==> src/rtl/m68k_bus_pkg.sv <==
// Shared definitions for the 68000-style bus initiator and its responders:
// bus widths, byte-enable encodings, timeout default and the initiator state set.
package m68k_bus_pkg;

  localparam int ADDR_W          = 23;
  localparam int DATA_W          = 16;
  localparam int DEFAULT_TIMEOUT = 64;

  localparam logic [1:0] BE_NONE  = 2'b00;
  localparam logic [1:0] BE_LOWER = 2'b01;
  localparam logic [1:0] BE_UPPER = 2'b10;
  localparam logic [1:0] BE_WORD  = 2'b11;

  typedef enum logic [2:0] {
    ST_IDLE,
    ST_ADDR,
    ST_STRB,
    ST_WAIT,
    ST_DATA,
    ST_DONE
  } bus_state_t;

endpackage

==> src/rtl/m68k_bus_initiator.sv <==
// 68000-style asynchronous bus master: one local request becomes one AS/DS strobed
// bus cycle terminated by DTACKn, or by a timeout when nothing answers.
//
// state | meaning
// IDLE  | waiting for a request; ready only while DTACKn is high
// ADDR  | address/RW driven; next edge asserts AS (and DS for reads)
// STRB  | AS asserted; next edge asserts DS for writes, clears timeout counter
// WAIT  | sampling DTACKn each edge, counting toward the timeout
// DATA  | DTACK seen; next edge captures read data and negates strobes
// DONE  | rsp_valid high for one clock; D_oe/RWn released on exit
module m68k_bus_initiator
  import m68k_bus_pkg::*;
#(
  parameter int TIMEOUT_CYCLES = DEFAULT_TIMEOUT
) (
  input  logic              CLKCPU,
  input  logic              RESETn,
  input  logic              req_valid,
  output logic              req_ready,
  input  logic              req_rw,
  input  logic [ADDR_W-1:0] req_addr,
  input  logic [1:0]        req_be,
  input  logic [DATA_W-1:0] req_wdata,
  output logic              rsp_valid,
  output logic [DATA_W-1:0] rsp_rdata,
  output logic              rsp_timeout,
  output logic [ADDR_W-1:0] A,
  output logic [DATA_W-1:0] D_out,
  output logic              D_oe,
  input  logic [DATA_W-1:0] D_in,
  output logic              ASn,
  output logic              UDSn,
  output logic              LDSn,
  output logic              RWn,
  input  logic              DTACKn
);

  localparam logic [7:0] CNT_LAST = 8'(TIMEOUT_CYCLES - 1);

  bus_state_t        state, state_nx;
  logic [7:0]        cnt, cnt_nx;
  logic [1:0]        be_q, be_nx;
  logic [ADDR_W-1:0] a_nx;
  logic [DATA_W-1:0] dout_nx, rdata_nx;
  logic              doe_nx, asn_nx, udsn_nx, ldsn_nx, rwn_nx;
  logic              rv_nx, to_nx;

  // A stretched DTACK from the previous slave must not leak into the next cycle.
  assign req_ready = (state == ST_IDLE) && DTACKn;

  always_comb begin
    state_nx = state;
    cnt_nx   = cnt;
    be_nx    = be_q;
    a_nx     = A;
    dout_nx  = D_out;
    doe_nx   = D_oe;
    asn_nx   = ASn;
    udsn_nx  = UDSn;
    ldsn_nx  = LDSn;
    rwn_nx   = RWn;
    rdata_nx = rsp_rdata;
    rv_nx    = 1'b0;
    to_nx    = 1'b0;

    case (state)
      ST_IDLE: begin
        if (req_valid && req_ready) begin
          a_nx     = req_addr;
          rwn_nx   = req_rw;
          be_nx    = req_be;
          dout_nx  = req_rw ? '0 : req_wdata;
          state_nx = ST_ADDR;
        end
      end
      ST_ADDR: begin
        if (be_q == BE_NONE) begin
          // Empty access: no bus strobes, respond immediately.
          rv_nx    = 1'b1;
          rdata_nx = '0;
          state_nx = ST_DONE;
        end else begin
          asn_nx = 1'b0;
          if (RWn) begin
            udsn_nx = ~|(be_q & BE_UPPER);
            ldsn_nx = ~|(be_q & BE_LOWER);
          end else begin
            doe_nx = 1'b1;
          end
          state_nx = ST_STRB;
        end
      end
      ST_STRB: begin
        if (!RWn) begin
          udsn_nx = ~|(be_q & BE_UPPER);
          ldsn_nx = ~|(be_q & BE_LOWER);
        end
        cnt_nx   = 8'd0;
        state_nx = ST_WAIT;
      end
      ST_WAIT: begin
        if (!DTACKn) begin
          state_nx = ST_DATA;
        end else begin
          cnt_nx = cnt + 8'd1;
          if (cnt == CNT_LAST) begin
            asn_nx   = 1'b1;
            udsn_nx  = 1'b1;
            ldsn_nx  = 1'b1;
            rv_nx    = 1'b1;
            to_nx    = 1'b1;
            rdata_nx = '0;
            state_nx = ST_DONE;
          end
        end
      end
      ST_DATA: begin
        rdata_nx = RWn ? D_in : '0;
        asn_nx   = 1'b1;
        udsn_nx  = 1'b1;
        ldsn_nx  = 1'b1;
        rv_nx    = 1'b1;
        state_nx = ST_DONE;
      end
      ST_DONE: begin
        doe_nx   = 1'b0;
        rwn_nx   = 1'b1;
        state_nx = ST_IDLE;
      end
      default: state_nx = ST_IDLE;
    endcase
  end

  always_ff @(posedge CLKCPU) begin
    if (!RESETn) begin
      state       <= ST_IDLE;
      cnt         <= 8'd0;
      be_q        <= BE_NONE;
      A           <= '0;
      D_out       <= '0;
      D_oe        <= 1'b0;
      ASn         <= 1'b1;
      UDSn        <= 1'b1;
      LDSn        <= 1'b1;
      RWn         <= 1'b1;
      rsp_valid   <= 1'b0;
      rsp_timeout <= 1'b0;
      rsp_rdata   <= '0;
    end else begin
      state       <= state_nx;
      cnt         <= cnt_nx;
      be_q        <= be_nx;
      A           <= a_nx;
      D_out       <= dout_nx;
      D_oe        <= doe_nx;
      ASn         <= asn_nx;
      UDSn        <= udsn_nx;
      LDSn        <= ldsn_nx;
      RWn         <= rwn_nx;
      rsp_valid   <= rv_nx;
      rsp_timeout <= to_nx;
      rsp_rdata   <= rdata_nx;
    end
  end

endmodule

==> config.mk <==
export PLATFORM = sky130hd
export DESIGN_NAME = m68k_bus_initiator
export DESIGN_NICKNAME = d
export VERILOG_FILES = /design/src/rtl/m68k_bus_pkg.sv /design/src/rtl/m68k_bus_initiator.sv
export SDC_FILE = /design/constraint.sdc
export NUM_CORES = 1
export LEC_CHECK = 0
export ABC_AREA = 1
export CAP_MARGIN = 0
export CORE_MARGIN = 1
export CORE_UTILIZATION = 35
export DETAILED_ROUTE_END_ITERATION = 12
export HOLD_SLACK_MARGIN = 0.12
export PLACE_DENSITY = 0.7
export SLEW_MARGIN = 20
export SYNTH_ARGS = -nofsm -noshare
export SYNTH_HDL_FRONTEND = slang
export SYNTH_SLANG_ARGS = --single-unit
==> constraint.sdc <==
create_clock -name CLKCPU -period 1.51 [get_ports CLKCPU]
set_input_delay 0.2265 -clock CLKCPU [delete_from_list [all_inputs] [get_ports CLKCPU]]
set_output_delay 0.2265 -clock CLKCPU [all_outputs]
set_load 0.05 [all_outputs]
==> impl_metrics.py <==
metrics = {
    "place": {
        "gp_congestion": 0.825,
        "place_area_um2": 4350,
        "port_buffers": 124,
        "hpwl_um": 5900,
        "place_ws_ns": -0.133,
    },
    "hold_path": {
        "hold_end": "D_out[14]",
        "whs_path_depth": 3,
        "hp-class": "primary input to flop",
        "min_from": "req_wdata[14]",
    },
    "critical_path": {
        "reg2reg_from": "state[1]",
        "r2r_cells": 9,
        "cpMaxStageDelayCell": "dfxtp_4",
        "crit_start": "state[1]",
        "crit_top_cell": "nor2_4",
        "end_kind": "primary output",
        "critPathKind": "flop to primary output",
        "path_max_fanout": 5,
        "slowest_delay_ns": 0.37,
        "reg2reg_slack_ns": 0.11,
        "startpoint_type": "flop",
        "crit_buf_inv": 2,
        "reg2reg_to": "rsp_rdata[15]",
        "cp_top_family": "flip-flops",
        "path_cells": "nor2_4 -> nand2_2 -> nor2_4 -> buf_6 -> buf_12",
        "crit_required_ns": 1.28,
        "critPathArrivalTime_ns": 1.23,
    },
    "grt": {
        "grt_start_max_net_pins": 52,
        "grt_pass1_vias": 2939,
        "antenna_found_initial": 0,
        "grt_pass1_wl_um": 13000,
        "grtUsageTotal_pct": 18.2,
        "overflow": 0,
    },
    "cells_and_area": {
        "stdcell_area_um2": 4640,
        "layout.nets": 620,
        "final_common_cell": "nand2_1",
        "areaGrowthSynthToFinish_pct": 52.7,
        "layout-drive-gt1-share_pct": 21.9,
        "layout_common_cells": "nand2_1, buf_4, dfxtp_1",
        "antenna_cells": 0,
    },
    "floorplan": {
        "fp.dieArea_um2": 9050,
        "start_util_pct": 36.6,
        "die_y_um": 95.1,
        "die_w_um": 95.1,
        "rows": 33,
        "core_um2": 8300,
        "boundaryPins": 125,
    },
    "route": {
        "wirelength_um": 7840,
        "final_antenna_net_count": 0,
        "num_vias": 3080,
        "dr.first_iter.drc_count": 113,
        "drtPass1Iterations": 4,
        "viasPerCell": 4.62,
        "post-route-drc-count": 0,
        "wire_per_inst_um": 11.8,
    },
    "clocking": {
        "clkLatencyLatePin_ns": 0.33,
        "clkTransAtPathRegs_ns": 0.07,
        "cts_tree": "built",
        "cts_hold_buf": 0,
        "cts_root_buf": "clkbuf_8",
        "numClockSinks": 75,
        "cts.path.max_buffers": 2,
        "htreeDepth": 3,
        "cts-buffers-inserted": 9,
    },
    "logic_synthesis": {
        "yosysUniqueCellTypes": 24,
        "synth_flop_cell": "dfxtp_1",
        "yosys_warnings": 0,
        "netlist_area_um2": 3040,
        "synth-async-reset-ratio_pct": 0,
        "syn_nets": 484,
        "synth-edff-count": 0,
        "ys_seq_area_share_pct": 49.5,
        "avgSynthCellArea_um2": 7.21,
        "synth_top_area_share_pct": 49.5,
        "yosys.area.top_type": "dfxtp_1",
        "yosys_register_bits": 75,
        "yosys-top-cells-area": "dfxtp_1, nand2_1, a21oi_1",
        "syn_inst": 421,
    },
    "sta": {
        "hold_violations": 0,
        "slew_headroom_pct": 75.1,
        "fin_crit_sh_pct": 96.7,
        "clock_skew_ns": 0.00872,
        "timing.final.crit_period_ns": 1.46,
        "worst_pin_slew_ns": 0.373,
        "fmax_mhz": 685,
        "hold-worst-slack_ns": 0.438,
        "worst_slack_ns": 0.0495,
        "finalSetupViolCount": 0,
        "grt_setup_unrepaired": "true",
        "slew_viol_final": 0,
    },
    "power_and_ir_drop": {
        "p_leak_uw": 0.00206,
        "p_sw_share_pct": 35.4,
        "pwr-share-seq_pct": 36.3,
        "p_per_area_nw_per_um2": 1390,
        "vdd_ir_drop_max_v": 0.000616,
        "combPwrFrac_pct": 35.4,
        "p_clk_share_pct": 28.3,
        "switchingPower_uw": 2280,
        "intPower_uw": 4170,
    },
    "run": {
        "max-cap-violations": 0,
    },
    "status": {
        "status": "finished clean",
    },
}
[cell type report]
cell class	instances	area [um2]
multi-input cells	300	1340
flip-flops and latches	75	1510
clock inverters	5	100
repair buffers	144	1300
clock buffers	11	141
inverters	27	109
fillers	807	3660
well taps	105	131
[synth_stat cells, types with 4 or more instances]
master,instances
nand2_1,133
dfxtp_1,75
a21oi_1,56
nor2_1,56
inv_1,21
nand3_1,20
o21ai_1,11
clkbuf_1,8
o21ai_0,8
buf_2,5
inv_2,4
nor2_4,4
[how the worst max path moves through the flow]
stage / end / slack [ns] / cells past startpoint
floorplan: A[3] / -0.01 / 9
global placement: rsp_rdata[6] / -0.15 / 8
detailed placement: D_out[11] / -0.13 / 8
CTS: req_ready / 0.003 / 5
global route: req_ready / -0.04 / 5
finish: req_ready / 0.05 / 5
[flip-flops by register name (all words and copies together), names as in the netlist, 2 cells and up]
| name | cells |
|---|---|
| A | 23 |
| D_out | 16 |
| rsp_rdata | 16 |
| cnt | 8 |
| state | 3 |
| be_q | 2 |
[power groups by stage]
stage	registers, uW	clock network, uW	logic [uW]
after global routing	2370	1960	2480
final	2340	1830	2290
after detailed placement	2390	0	2240
after floorplan	3080	0	803
after CTS	2340	1880	2290
after global placement	2390	0	2220
[worst reg2reg max path, stage by stage, from the launching register on]
cell and delay, ns:
dfxtp_4 0.39, nor2_4 0.05, buf_4 0.13, nand2_2 0.09, inv_2 0.05, nor2_4 0.14
nand2_4 0.09, buf_12 0.15, o21ai_0 0.15, nor2_1 0.06
[metrics by stage]
stage	setup TNS, ns	utilization, %	cells	total power [uW]
6_report	0	55.9	667	6460
5_1_grt	-0.0363	55.9	667	6810
4_1_cts	0	55.6	667	6510
3_5_place_dp	-4.98	52.4	649	4640
3_3_place_gp	-5.65	52.4	649	4610
2_1_floorplan	-0.426	-	421	3880
[metal layers]
layer / vias to the layer above / global-route usage, % / wire length (um)
li1: 1611 / - / -
met1: 1380 / 20.5 / 3250
met2: 82 / 32.0 / 3870
met3: 7 / 7.58 / 647
met4: 0 / 3.66 / 70
met5: - / 0 / 0
[cells by family after synthesis]
| family | synth area share (%) |
|---|---|
| AOI/OAI and AO/OA | 13.1 |
| buffers and inverters | 7.05 |
| DFF | 49.5 |
| adders and majority gates | 0.412 |
| and+or+nand+nor | 30.0 |
[what timing repair did]
| item | in CTS | in global routing |
|---|---|---|
| resized for setup | 2 | 10 |
| pin swaps | 1 | 2 |
| endpoints found under the setup margin | 1 | 27 |
| buffers inserted | 2 | 0 |
Note: power is estimated with default switching activity, not from simulation.
